## src/rtl/mips_core_pkg.sv

```systemverilog
// rtl/mips_core_pkg.sv - shared types and address width for the redirect path.
package mips_core_pkg;

  // Mirrors `ADDR_WIDTH in mips_core.svh; keep the two in step.
  localparam int CORE_ADDR_WIDTH = 26;

  typedef enum logic [1:0] {
    SRC_NONE = 2'd0,
    SRC_DEC  = 2'd1,
    SRC_EX   = 2'd2
  } redirect_src_t;

  typedef enum logic {
    IDLE = 1'b0,
    HOLD = 1'b1
  } redirect_state_t;

endpackage

```

## src/rtl/pc_redirect_unit_stat_counter.sv

```systemverilog
// rtl/pc_redirect_unit_stat_counter.sv - 32-bit saturating event counter.
module redirect_stat_counter (
  input  logic        clk,
  input  logic        rst,
  input  logic        inc,
  output logic [31:0] count
);

  always_ff @(posedge clk) begin
    if (rst) begin
      count <= 32'd0;
    end else if (inc && (count != 32'hFFFF_FFFF)) begin
      count <= count + 32'd1;
    end
  end

endmodule

```

## src/rtl/pc_redirect_unit.sv

```systemverilog
// rtl/pc_redirect_unit.sv - arbitrates decode/execute redirects into fetch load_pc; REDIRECT_STATS_EN adds per-source counters.
module pc_redirect_unit
  import mips_core_pkg::*;
#(
  parameter int ADDR_WIDTH = CORE_ADDR_WIDTH
) (
  input  logic                  clk,
  input  logic                  rst,
  input  logic                  i_stall,
  input  logic                  i_dec_valid,
  input  logic [ADDR_WIDTH-1:0] i_dec_target,
  input  logic                  i_ex_valid,
  input  logic [ADDR_WIDTH-1:0] i_ex_target,
  output logic                  o_load_we,
  output logic [ADDR_WIDTH-1:0] o_load_new_pc,
  output logic                  o_flush_if,
  output logic                  o_flush_id,
`ifdef REDIRECT_STATS_EN
  output logic [31:0]           o_dec_redirects,
  output logic [31:0]           o_ex_redirects,
`endif
  output logic                  o_pending
);

  redirect_state_t       state, next_state;
  redirect_src_t         held_src, next_src;
  logic [ADDR_WIDTH-1:0] held_target, next_target;

  redirect_src_t         win_src;
  logic [ADDR_WIDTH-1:0] win_target;
  logic                  win_valid;
  logic                  accept;

  // Execute always wins: it resolves an older instruction, so any
  // concurrent or held decode redirect is on the wrong path.
  always_comb begin
    win_src    = SRC_NONE;
    win_target = '0;
    if (i_ex_valid) begin
      win_src    = SRC_EX;
      win_target = i_ex_target;
    end else if (state == HOLD) begin
      win_src    = held_src;
      win_target = held_target;
    end else if (i_dec_valid) begin
      win_src    = SRC_DEC;
      win_target = i_dec_target;
    end
  end

  assign win_valid = (win_src != SRC_NONE);
  assign accept    = win_valid && !i_stall;

  always_comb begin
    o_load_we     = win_valid;
    o_load_new_pc = '0;
    if (win_valid) begin
      o_load_new_pc = {win_target[ADDR_WIDTH-1:2], 2'b00};
    end
    o_flush_if = accept;
    o_flush_id = accept && (win_src == SRC_EX);
    o_pending  = (state == HOLD);
  end

  // Any unaccepted winner is (re)captured, which also covers an execute
  // request replacing a held entry while fetch stays stalled.
  always_comb begin
    next_state  = state;
    next_src    = held_src;
    next_target = held_target;
    if (win_valid && i_stall) begin
      next_state  = HOLD;
      next_src    = win_src;
      next_target = win_target;
    end else if (state == HOLD) begin
      next_state = IDLE;
      next_src   = SRC_NONE;
    end
  end

  always_ff @(posedge clk) begin
    if (rst) begin
      state       <= IDLE;
      held_src    <= SRC_NONE;
      held_target <= '0;
    end else begin
      state       <= next_state;
      held_src    <= next_src;
      held_target <= next_target;
    end
  end

`ifdef REDIRECT_STATS_EN
  redirect_stat_counter u_dec_count (
    .clk   (clk),
    .rst   (rst),
    .inc   (accept && (win_src == SRC_DEC)),
    .count (o_dec_redirects)
  );

  redirect_stat_counter u_ex_count (
    .clk   (clk),
    .rst   (rst),
    .inc   (accept && (win_src == SRC_EX)),
    .count (o_ex_redirects)
  );
`endif

endmodule

```

## config.mk

```make
export PLATFORM = sky130hd
export DESIGN_NAME = pc_redirect_unit
export DESIGN_NICKNAME = d
export VERILOG_FILES = /design/src/rtl/mips_core_pkg.sv /design/src/rtl/pc_redirect_unit_stat_counter.sv /design/src/rtl/pc_redirect_unit.sv
export SDC_FILE = /design/constraint.sdc
export NUM_CORES = 1
export LEC_CHECK = 0
export CAP_MARGIN = 40
export CELL_PAD_IN_SITES_DETAIL_PLACEMENT = 0
export CELL_PAD_IN_SITES_GLOBAL_PLACEMENT = 2
export CORE_AREA = 4 4 78 108
export CTS_BUF_LIST = sky130_fd_sc_hd__clkbuf_8
export CTS_CLUSTER_SIZE = 25
export DETAILED_ROUTE_END_ITERATION = 8
export DIE_AREA = 0 0 82 112
export GPL_TIMING_DRIVEN = 0
export PLACE_DENSITY = 0.95
export SYNTH_ARGS = -nofsm -noshare
export SYNTH_HDL_FRONTEND = slang
export SYNTH_SLANG_ARGS = --single-unit
```

## constraint.sdc

```tcl
create_clock -name clk -period 6.25 [get_ports clk]
set_input_delay 1.875 -clock clk [delete_from_list [all_inputs] [get_ports clk]]
set_output_delay 1.875 -clock clk [all_outputs]
set_load 0.1 [all_outputs]
```

Yosys cells after proc, flatten, opt, wreduce, memory -nomap -nowiden
Index checks and enable logic that the tools add are counted.
W data, S select, Z words.
{"block": "word_totals", "reg_bits": 27, "out_inout_bits": 30}
{"block": "classes", "mux": 10, "n_eq_ne": 1, "n_reduce_logical": 6}
{"operator": "$mux W26", "n": 4}
{"operator": "$mux W2", "n": 4}
{"operator": "$reduce_bool A2 Y1", "n": 2}
{"operator": "$logic_and A1 B1 Y1", "n": 3}
{"operator": "$eq A2 B2 Y1 const B", "n": 1}
{"operator": "$mux W1", "n": 2}
{"operator": "$logic_not A1 Y1", "n": 1}

Longest topological paths before layout
{"block": "logic_depth", "depth_word": 6, "mapped_depth": 6}

Worst setup path before layout
Ideal clock, no wire load.
{"block": "synth_path", "path_kind": "input to output", "startpoint": "input i_ex_valid", "endpoint": "output o_load_new_pc[10]", "path_stages": 6, "path_buffers": 3, "required_ps": 4375, "arrival_time_ps": 4769, "path_slack_ps": -394, "cell_sequence": "clkbuf_8 -> nor3_2 -> or2_2 -> buf_4 -> buf_6 -> nor3_1"}
{"block": "synth_between", "elab_chain_cells": 3, "elab_cells_between_ends": 4, "cone_classes": "3 x mux; 1 x reduce/logical"}
{"element": "from (decl)", "line": "pc_redirect_unit.sv:12", "source": "input logic i_ex_valid,"}
{"element": "$mux W2", "line": "pc_redirect_unit.sv:39", "source": "if (i_ex_valid) begin"}
{"element": "$reduce_bool A2 Y1", "line": "pc_redirect_unit.sv:51", "source": "assign win_valid = (win_src != SRC_NONE);"}
{"element": "$mux W26 *", "line": "pc_redirect_unit.sv:57", "source": "if (win_valid) begin"}
{"element": "to (decl)", "line": "pc_redirect_unit.sv:15", "source": "output logic [ADDR_WIDTH-1:0] o_load_new_pc,"}
Every way passes the cells marked *; elsewhere a longest branch is shown, timed or not.

Worst setup path after layout
{"block": "layout_path", "startpoint": "input i_dec_valid", "endpoint": "output o_load_new_pc[17]"}
{"block": "layout_between", "elab_chain_cells": 5, "elab_cells_between_ends": 8, "cone_classes": "7 x mux; 1 x reduce/logical"}
{"element": "from (decl)", "line": "pc_redirect_unit.sv:10", "source": "input logic i_dec_valid,"}
{"element": "$mux W1", "line": "pc_redirect_unit.sv:45", "source": "end else if (i_dec_valid) begin"}
{"element": "$mux W2", "line": "pc_redirect_unit.sv:42", "source": "end else if (state == HOLD) begin"}
{"element": "$mux W2", "line": "pc_redirect_unit.sv:39"}
{"element": "$reduce_bool A2 Y1", "line": "pc_redirect_unit.sv:51"}
{"element": "$mux W26 *", "line": "pc_redirect_unit.sv:57"}
Every way passes the cells marked *; elsewhere a longest branch is shown, timed or not. The select of a mux whose other input is x is not followed.

==> run_summary.xml <==
<?xml version="1.0" encoding="UTF-8"?>
<metrics>
  <group name="logic_synthesis">
    <metric name="synthArstFlopShare" unit="">0</metric>
    <metric name="synth_top_area_cell" unit="">sky130_fd_sc_hd__dfxtp_1</metric>
    <metric name="netlist-cell-type-count" unit="">33</metric>
    <metric name="postSynthRegisterBits" unit="">27</metric>
    <metric name="yosys_most_used_dff" unit="">sky130_fd_sc_hd__dfxtp_1</metric>
    <metric name="post_synth_and_or_nand_nor_area_fraction" unit="">0.179</metric>
    <metric name="synth_edf_count" unit="">0</metric>
    <metric name="area_share_of_xor_xnor_cells_in_the_synthesized_design" unit="">0</metric>
    <metric name="synthMuxAreaShare" unit="">0.00491</metric>
    <metric name="yosys-top-cells-area" unit="">sky130_fd_sc_hd__dfxtp_1 27%, sky130_fd_sc_hd__o41ai_2 15%, sky130_fd_sc_hd__o311ai_0 10%, sky130_fd_sc_hd__a221oi_1 9.9%, sky130_fd_sc_hd__nor3_1 5.9%</metric>
    <metric name="yosys-top-cells-count" unit="">27 x sky130_fd_sc_hd__dfxtp_1, 24 x sky130_fd_sc_hd__nor3_1, 24 x sky130_fd_sc_hd__o311ai_0</metric>
    <metric name="post_synth_instance_area" unit="sq um">2040</metric>
    <metric name="synth_largest_type_area_fraction" unit="">0.265</metric>
    <metric name="postSynthAreaPerCell" unit="sq um">10.2</metric>
    <metric name="synth_adder_area_share" unit="">0</metric>
    <metric name="complex_gate_fraction_of_the_synthesized_area" unit="">0.393</metric>
    <metric name="yosysMostFrequentCell" unit="">sky130_fd_sc_hd__dfxtp_1</metric>
    <metric name="syn_inst" unit="">199</metric>
    <metric name="ys_warn_count" unit="">0</metric>
    <metric name="main_combinational_cell_family_by_area_after_synthesis" unit="">compound AO/OA/AOI/OAI gates</metric>
    <metric name="sequential_fraction_of_the_synthesis_area" unit="">0.265</metric>
  </group>
  <group name="route">
    <metric name="final_antenna_net_count" unit="">0</metric>
    <metric name="per_cell_via_count_in_the_routed_design" unit="">5.39</metric>
    <metric name="first_pass_iters" unit="">4</metric>
    <metric name="dr.first_iter.drc_count" unit="">119</metric>
    <metric name="route.vias.total" unit="">2194</metric>
    <metric name="drc_errors" unit="">0</metric>
    <metric name="routed_wirelength" unit="um">6940</metric>
    <metric name="post_drt_wl_per_cell" unit="um">17.0</metric>
  </group>
  <group name="worst_setup_path">
    <metric name="worstPathArrival" unit="ns">4.16</metric>
    <metric name="crit_path_top_delay_cell" unit="">sky130_fd_sc_hd__clkdlybuf4s50_1</metric>
    <metric name="timing_worst_setup_path_type" unit="">primary input to output port</metric>
    <metric name="start_kind" unit="">primary input</metric>
    <metric name="timing.critical_path.to_type" unit="">output port</metric>
    <metric name="timing.critical_path.cells" unit="">clkdlybuf4s50_1 &gt; nor3_2 &gt; or2_2 &gt; buf_4 &gt; buf_6 &gt; nor3_1 &gt; clkdlybuf4s50_1 &gt; buf_8</metric>
    <metric name="cell_with_the_most_instances_on_the_worst_path" unit="">sky130_fd_sc_hd__clkdlybuf4s50_1</metric>
    <metric name="path_max_fanout" unit="">10</metric>
    <metric name="crit_required" unit="ns">4.38</metric>
    <metric name="timing.critical_path.max_delay_family" unit="">buffers and inverters</metric>
    <metric name="critical-path-max-stage-delay" unit="ns">0.56</metric>
    <metric name="critPathBufInv" unit="">5</metric>
  </group>
  <group name="placed_design">
    <metric name="detailedPlacementHpwl" unit="um">5200</metric>
    <metric name="dpl_cell_area" unit="sq um">3380</metric>
    <metric name="post-place-cells" unit="">403</metric>
    <metric name="pre_cts_ws" unit="ns">0.218</metric>
    <metric name="port-buffer-count" unit="">78</metric>
    <metric name="finalWeightedCongestion" unit="">0.764</metric>
  </group>
  <group name="timing">
    <metric name="setup_viol" unit="">0</metric>
    <metric name="postLayoutSetupSlackWorst" unit="ns">0.212</metric>
    <metric name="final.setup_skew" unit="ns">0.0105</metric>
    <metric name="maximum_operating_frequency" unit="GHz">0.166</metric>
    <metric name="timing_max_transition_violations_final" unit="">0</metric>
    <metric name="holdWs" unit="ns">0.508</metric>
    <metric name="timing.final.crit_share" unit="">0.966</metric>
    <metric name="relSlewSlack" unit="">0.535</metric>
    <metric name="worst-slew-pin-transition" unit="ns">0.695</metric>
    <metric name="final_period_minus_worst_setup_slack" unit="ns">6.04</metric>
    <metric name="timing_hold_violations_final" unit="">0</metric>
    <metric name="fin_tns_setup" unit="ns">0</metric>
    <metric name="setup_repair_after_global_routing_missed_its_margin" unit="">false</metric>
  </group>
  <group name="clock_network">
    <metric name="cts.root.buffer_cell" unit="">sky130_fd_sc_hd__clkbuf_8</metric>
    <metric name="cts.repair.resized" unit="">0</metric>
    <metric name="tritoncts.num_buffers" unit="">3</metric>
    <metric name="cts_post_setup_buffers_inserted" unit="">0</metric>
    <metric name="cts_hold_buf" unit="">0</metric>
    <metric name="clk_pin_slew" unit="ns">0.10</metric>
    <metric name="htree_levels" unit="">1</metric>
    <metric name="clock_sink_count" unit="">27</metric>
    <metric name="clkLatencyLatePin" unit="ns">0.29</metric>
    <metric name="cts_tree" unit="">done</metric>
    <metric name="clock_tree.buffer_depth" unit="">2</metric>
  </group>
  <group name="outcome">
    <metric name="run_status" unit="">finished clean</metric>
  </group>
  <group name="floorplanning">
    <metric name="std_cell_rows" unit="">37</metric>
    <metric name="die_w" unit="um">82</metric>
    <metric name="io_pins" unit="">87</metric>
    <metric name="die_h" unit="um">112</metric>
    <metric name="fp.coreArea" unit="sq um">7410</metric>
    <metric name="die-area" unit="sq um">9180</metric>
    <metric name="floorplan.initialDensity" unit="">0.275</metric>
  </group>
  <group name="pwr">
    <metric name="post-layout-total-power" unit="mW">0.678</metric>
    <metric name="power.leakage" unit="nW">1.31</metric>
    <metric name="p_per_area" unit="nW/um^2">198</metric>
    <metric name="worst_ir_drop_vdd" unit="mV">0.0895</metric>
  </group>
  <group name="hold_path">
    <metric name="timing.hold.worst.class" unit="">flop to flop</metric>
  </group>
  <group name="global_routing">
    <metric name="gr_usage_total" unit="">0.150</metric>
    <metric name="first_global_vias" unit="">2428</metric>
    <metric name="grt_max_degree" unit="">17</metric>
    <metric name="grt_antenna_before_repair" unit="">0</metric>
    <metric name="grt_remaining_overflow" unit="">0</metric>
    <metric name="grt_pass1_wl" unit="um">11300</metric>
  </group>
  <group name="cells_and_area">
    <metric name="final_cell_area" unit="sq um">3430</metric>
    <metric name="num-nets-final" unit="">368</metric>
    <metric name="antenna_cells_inserted" unit="">0</metric>
    <metric name="final_core_util" unit="">0.463</metric>
    <metric name="drive_gt1_frac" unit="">0.281</metric>
    <metric name="stdcell_count" unit="">407</metric>
    <metric name="areaGrowthSynthToFinish" unit="%">68.1</metric>
  </group>
  <group name="job">
    <metric name="cap_viol_max_count" unit="">0</metric>
  </group>
</metrics>
==> worst reg2reg max path, delay by kind of cell (launching register included) <==
| kind | cells | cell delay [ns] |
|---|---|---|
| AOI/OAI and AO/OA | 2 | 0.29 |
| DFF | 1 | 0.49 |
| and+or+nand+nor | 1 | 0.64 |
| buffers and inverters | 1 | 0.41 |
==> kinds of logic after synthesis <==
family | Yosys count
other cells | 1
flops | 27
mux | 1
simple gates | 59
compound gates | 77
buf+inv | 34
==> placed cells by master (no fill, tap or decap), types with 2 or more instances in the layout <==
| cell type | count |
|---|---|
| sky130_fd_sc_hd__buf_4 | 4 |
| sky130_fd_sc_hd__nor2b_1 | 17 |
| sky130_fd_sc_hd__o41ai_1 | 5 |
| sky130_fd_sc_hd__buf_8 | 29 |
| sky130_fd_sc_hd__conb_1 | 2 |
| sky130_fd_sc_hd__clkdlybuf4s50_1 | 78 |
| sky130_fd_sc_hd__inv_1 | 3 |
| sky130_fd_sc_hd__buf_6 | 3 |
| sky130_fd_sc_hd__nor2_1 | 4 |
| sky130_fd_sc_hd__clkbuf_8 | 11 |
| sky130_fd_sc_hd__a221oi_1 | 23 |
| sky130_fd_sc_hd__a21oi_1 | 3 |
| sky130_fd_sc_hd__nor3_1 | 24 |
| sky130_fd_sc_hd__clkbuf_1 | 6 |
| sky130_fd_sc_hd__and2b_2 | 8 |
| sky130_fd_sc_hd__clkbuf_2 | 2 |
| sky130_fd_sc_hd__clkbuf_4 | 2 |
| sky130_fd_sc_hd__o311ai_0 | 24 |
| sky130_fd_sc_hd__dfxtp_1 | 27 |
| sky130_fd_sc_hd__o41ai_2 | 19 |
==> report_power, final <==
part | switching [mW] | internal [mW] | total (mW)
Clock | 0.0652 | 0.0456 | 0.111
Sequential | 0.00668 | 0.184 | 0.191
Combinational | 0.225 | 0.151 | 0.376
Total | 0.297 | 0.381 | 0.678
==> worst paths after layout <==
kind | from | to | slack, ns | cells after the start
setup / recovery | i_dec_valid | o_load_new_pc[17] | 0.21 | 8
hold reg to reg | held_target[14]$_SDFFE_PP0P_ | held_target[14]$_SDFFE_PP0P_ | 0.51 | 2
setup reg to reg | o_pending$_SDFF_PP0_ | held_target[8]$_SDFFE_PP0P_ | 4.32 | 4
hold / removal | held_target[14]$_SDFFE_PP0P_ | held_target[14]$_SDFFE_PP0P_ | 0.51 | 2
==> sequential cells by signal, summed over array words and instances (netlist names) <==
register	cells
held_target	24
o_pending	1
held_src	2
==> layer usage <==
metal	GRT usage	share of wire	vias up
met5	0	0	-
met4	0.0443	0.011	0
met3	0.0162	0.049	6
met2	0.271	0.53	79
met1	0.180	0.41	1062
li1	-	-	1047
==> area by class of cell <==
class | instances | area (sq um)
plain buffers | 30 | 302
clock buffers | 3 | 41.3
clock inverters | 1 | 7.51
fillers | 726 | 3980
inverters | 4 | 15.0
multi-input cells | 139 | 1180
flip-flops and latches | 27 | 541
well taps | 97 | 121
repair buffers | 106 | 1210
Note: power is estimated with default switching activity, not from simulation.
==> RTL change 1: new RTL, config.mk and constraints unchanged <==
The 3 values of `redirect_src_t` get a one-hot encoding in 3 bits.
--- a/src/rtl/mips_core_pkg.sv
+++ b/src/rtl/mips_core_pkg.sv
@@ -4,10 +4,10 @@
   // Mirrors `ADDR_WIDTH in mips_core.svh; keep the two in step.
   localparam int CORE_ADDR_WIDTH = 26;
 
-  typedef enum logic [1:0] {
-    SRC_NONE = 2'd0,
-    SRC_DEC  = 2'd1,
-    SRC_EX   = 2'd2
+  typedef enum logic [2:0] {
+    SRC_NONE = 3'b001,
+    SRC_DEC  = 3'b010,
+    SRC_EX   = 3'b100
   } redirect_src_t;
 
   typedef enum logic {
Function: no difference found for any inputs over 10 cycles, from zero or initial values and one cycle with rst high; not proved beyond that.
==> RTL change 1 against the unedited design <==
Non-clock buffer count is 2 lower; sequential share of layout area shrank 0.14 points; total power grew 7.0%; worst setup slack got worse by 45 ps; synthesized area up 6.6%; sequential cell count is 1 higher; design area up 4.6%; wire length fell by 0.42%; highest routed layer unchanged.
==> RTL change 1: results <==
set metrics [dict create \
    dp_hpwl_um 5210 \
    synth_area_leaders "dfxtp_1, a211oi_1, nor2b_1, mux2_4, nand3b_1" \
    met1_usage_pct 18.8 \
    grt_pass1_vias 2449 \
    grtUsageMet2_pct 27.6 \
    yosysMostFrequentCell "nor2b_1" \
    fin_worst_skew_ps 7.39 \
    clock_latency_ps 280 \
    min_from "held_src[2]$_SDFFE_PP0P_" \
    p_int_uw 436 \
    drive_above_1_share_pct 19.2 \
    r2r-end "held_target[17]$_SDFFE_PP0P_" \
    slowest_delay_ps 580 \
    place_inst 452 \
    grt_antenna_before_repair 0 \
    r2r_cells 5 \
    drt-wirelength-per-cell_um 15.2 \
    max-vdd-ir-drop_v 0.000144 \
    via_per_inst 4.88 \
    drt_iter0_markers 95 \
    gp_congestion 0.768 \
    grt_pass1_wl_um 11300 \
    fin_cells 456 \
    hold_path_class "flip-flop to flip-flop" \
    syn_inst 248 \
    p_leak_nw 1.33 \
    rrSetupSlack_ps 4550 \
    grt_usage_pct 15.3 \
    ys_seq_area_share_pct 25.8 \
    worstPathArrival_ps 4210 \
    grt_util_met3_pct 2.10 \
    port_buffers 78 \
    whs_endpoint "held_src[2]$_SDFFE_PP0P_" \
    place_area_sq_um 3510 \
    holdWs_ps 526 \
    dpl_worst_slack_ps 193 \
    yosysUniqueCellTypes 29 \
    run_status "complete, no violations" \
    drt_first_pass_iters 4 \
    fin_nets 417 \
    synth_common_cells "nor2b_1, a211oi_1, dfxtp_1, a21oi_1, nand3b_1" \
    slew_headroom_pct 61.3 \
]
==> RTL change 1: final cells by class <==
cell class / instances / area (sq um)
Clock inverter: 1 / 30.0
Clock buffer: 3 / 41.3
Timing Repair Buffer: 106 / 1210
Multi-Input combinational cell: 192 / 1450
Tap cell: 97 / 121
Fill cell: 716 / 3820
Sequential cell: 28 / 561
Inverter: 1 / 3.75
Buffer: 28 / 161
==> RTL change 1: power by group through the flow <==
stage | sequential, mW | clock [mW] | combinational (mW)
after global routing | 0.199 | 0.155 | 0.398
after floorplan | 0.203 | 0 | 0.231
after global placement | 0.201 | 0 | 0.320
after detailed placement | 0.202 | 0 | 0.380
after CTS | 0.197 | 0.151 | 0.381
final | 0.198 | 0.149 | 0.379
==> RTL change 1: critical path, delay by kind of cell <==
kind                   cells  cell delay, ps
AO/OA/AOI/OAI              2             420
buffers and inverters      5            1900
==> RTL change 1: worst max path at each step <==
stage               startpoint  cells after the start  slack [ps]                end
global route        i_ex_valid                      7          30  o_load_new_pc[12]
global placement    i_ex_valid                      6        -230  o_load_new_pc[17]
finish              i_ex_valid                      7         170  o_load_new_pc[13]
floorplan           i_ex_valid                      5        -320  o_load_new_pc[17]
detailed placement  i_ex_valid                      7         190  o_load_new_pc[18]
CTS                 i_ex_valid                      7         170  o_load_new_pc[13]
==> RTL change 1: metal layers <==
metal  part of all wire, %  vias to the layer above
li1                      -                     1128
met4                  0.81                        0
met1                    43                     1043
met2                    52                       50
met5                     0                        -
met3                   4.5                        4
==> RTL change 1: cells by family after synthesis <==
family                 after synthesis  synth area share (%)
flip-flops                          28                  25.8
multiplexers                        24                  15.7
other                                1                 0.173
AND/OR/NAND/NOR                     87                  26.4
buffers and inverters               29                  7.60
AO/OA/AOI/OAI                       79                  24.4
==> RTL change 2: new RTL, config.mk and constraints unchanged <==
Without the edit above. The package constant `CORE_ADDR_WIDTH` goes from 26 to 13.
--- a/src/rtl/mips_core_pkg.sv
+++ b/src/rtl/mips_core_pkg.sv
@@ -2,7 +2,7 @@
 package mips_core_pkg;
 
   // Mirrors `ADDR_WIDTH in mips_core.svh; keep the two in step.
-  localparam int CORE_ADDR_WIDTH = 26;
+  localparam int CORE_ADDR_WIDTH = 13;
 
   typedef enum logic [1:0] {
     SRC_NONE = 2'd0,
Interface: changed (resized i_dec_target, i_ex_target and o_load_new_pc); port bits go from 87 to 48. No check against the original RTL was run, so the function may have changed too.
==> RTL change 2 against the unedited design <==
Maximum frequency is 1.2% higher; clock power decreased by 20%; sequential cell count shrank 13; worst hold slack got worse by 8.4 ps; synthesized area shrank 51%; worst setup slack better by 72 ps; total power decreased by 44%; design area down 47%; wire length shrank 44%.
==> RTL change 2: results <==
set metrics [dict create \
    slowest_delay_ps 580 \
    run_status "complete, no violations" \
    multi_input_area_share_pct 33.6 \
    clkbuf_count 4 \
    grt_pass1_vias 1250 \
    clock_latency_ps 250 \
    synth_area_leaders "dfxtp_1, o41ai_2, o311ai_0, a221oi_1, nor2b_1" \
    fin_worst_skew_ps 1.52 \
    p_leak_nw 0.664 \
    whs_endpoint "held_target[11]$_SDFFE_PP0P_" \
    fin_nets 198 \
    rrSetupSlack_ps 4660 \
    buffer_area_share_pct 40.3 \
    grt_usage_pct 8.69 \
    gp_congestion 0.792 \
    wl_met3_um 248 \
    grtUsageMet2_pct 14.6 \
    synth_common_cells "dfxtp_1, nor2b_1, nor3_1, o311ai_0, a221oi_1" \
    dp_hpwl_um 2920 \
    drt_iter0_markers 28 \
    p_sw_share_pct 41.0 \
    yosysUniqueCellTypes 26 \
    wl_met1_um 1650 \
    drive_above_1_share_pct 24.1 \
    p_comb_share_pct 50.6 \
    ys_ff_latch 14 \
    clk_pin_slew_ps 60 \
    vias 1160 \
    endpoint "o_load_new_pc[11]" \
    grt_util_met3_pct 1.86 \
    grt_max_degree 11 \
    n_fill_cell 828 \
    min_from "held_target[11]$_SDFFE_PP0P_" \
    met1_usage_pct 10.7 \
    r2r_cells 5 \
    max-vdd-ir-drop_v 0.0000988 \
    grt_pass1_wl_um 6240 \
]
[RTL change 2: cell count changes after synthesis, moves of 3 or more]
cell,delta
o41ai_1,-3
dfxtp_1,-13
a221oi_1,-13
o311ai_0,-13
nor2b_1,-5
nor3_1,-12
clkbuf_8,-8
and2b_2,-8
o41ai_2,-10
[RTL change 2: through the flow]
stage	hold slack [ps]	setup TNS, ps	area (sq um)	worst slack (ps)	instances
global placement	482	-841	1520	-158	244
detailed placement	488	0	1750	262	259
global route	535	0	1810	176	263
floorplan	467	-2220	993	-248	107
CTS	497	0	1810	257	263
finish	500	0	1810	284	263
[RTL change 2: cells by family after synthesis]
group / Yosys count / share of synthesized area (%)
compound gates: 38 / 38.9
simple gates: 33 / 20.7
buf+inv: 19 / 10.6
flops: 14 / 28.3
mux: 1 / 1.01
other cells: 1 / 0.379
[RTL change 2: worst max-delay path: cells and delay by family]
family / cells / cell delay, ps
buffers and inverters: 4 / 1530
and+or+nand+nor: 3 / 680
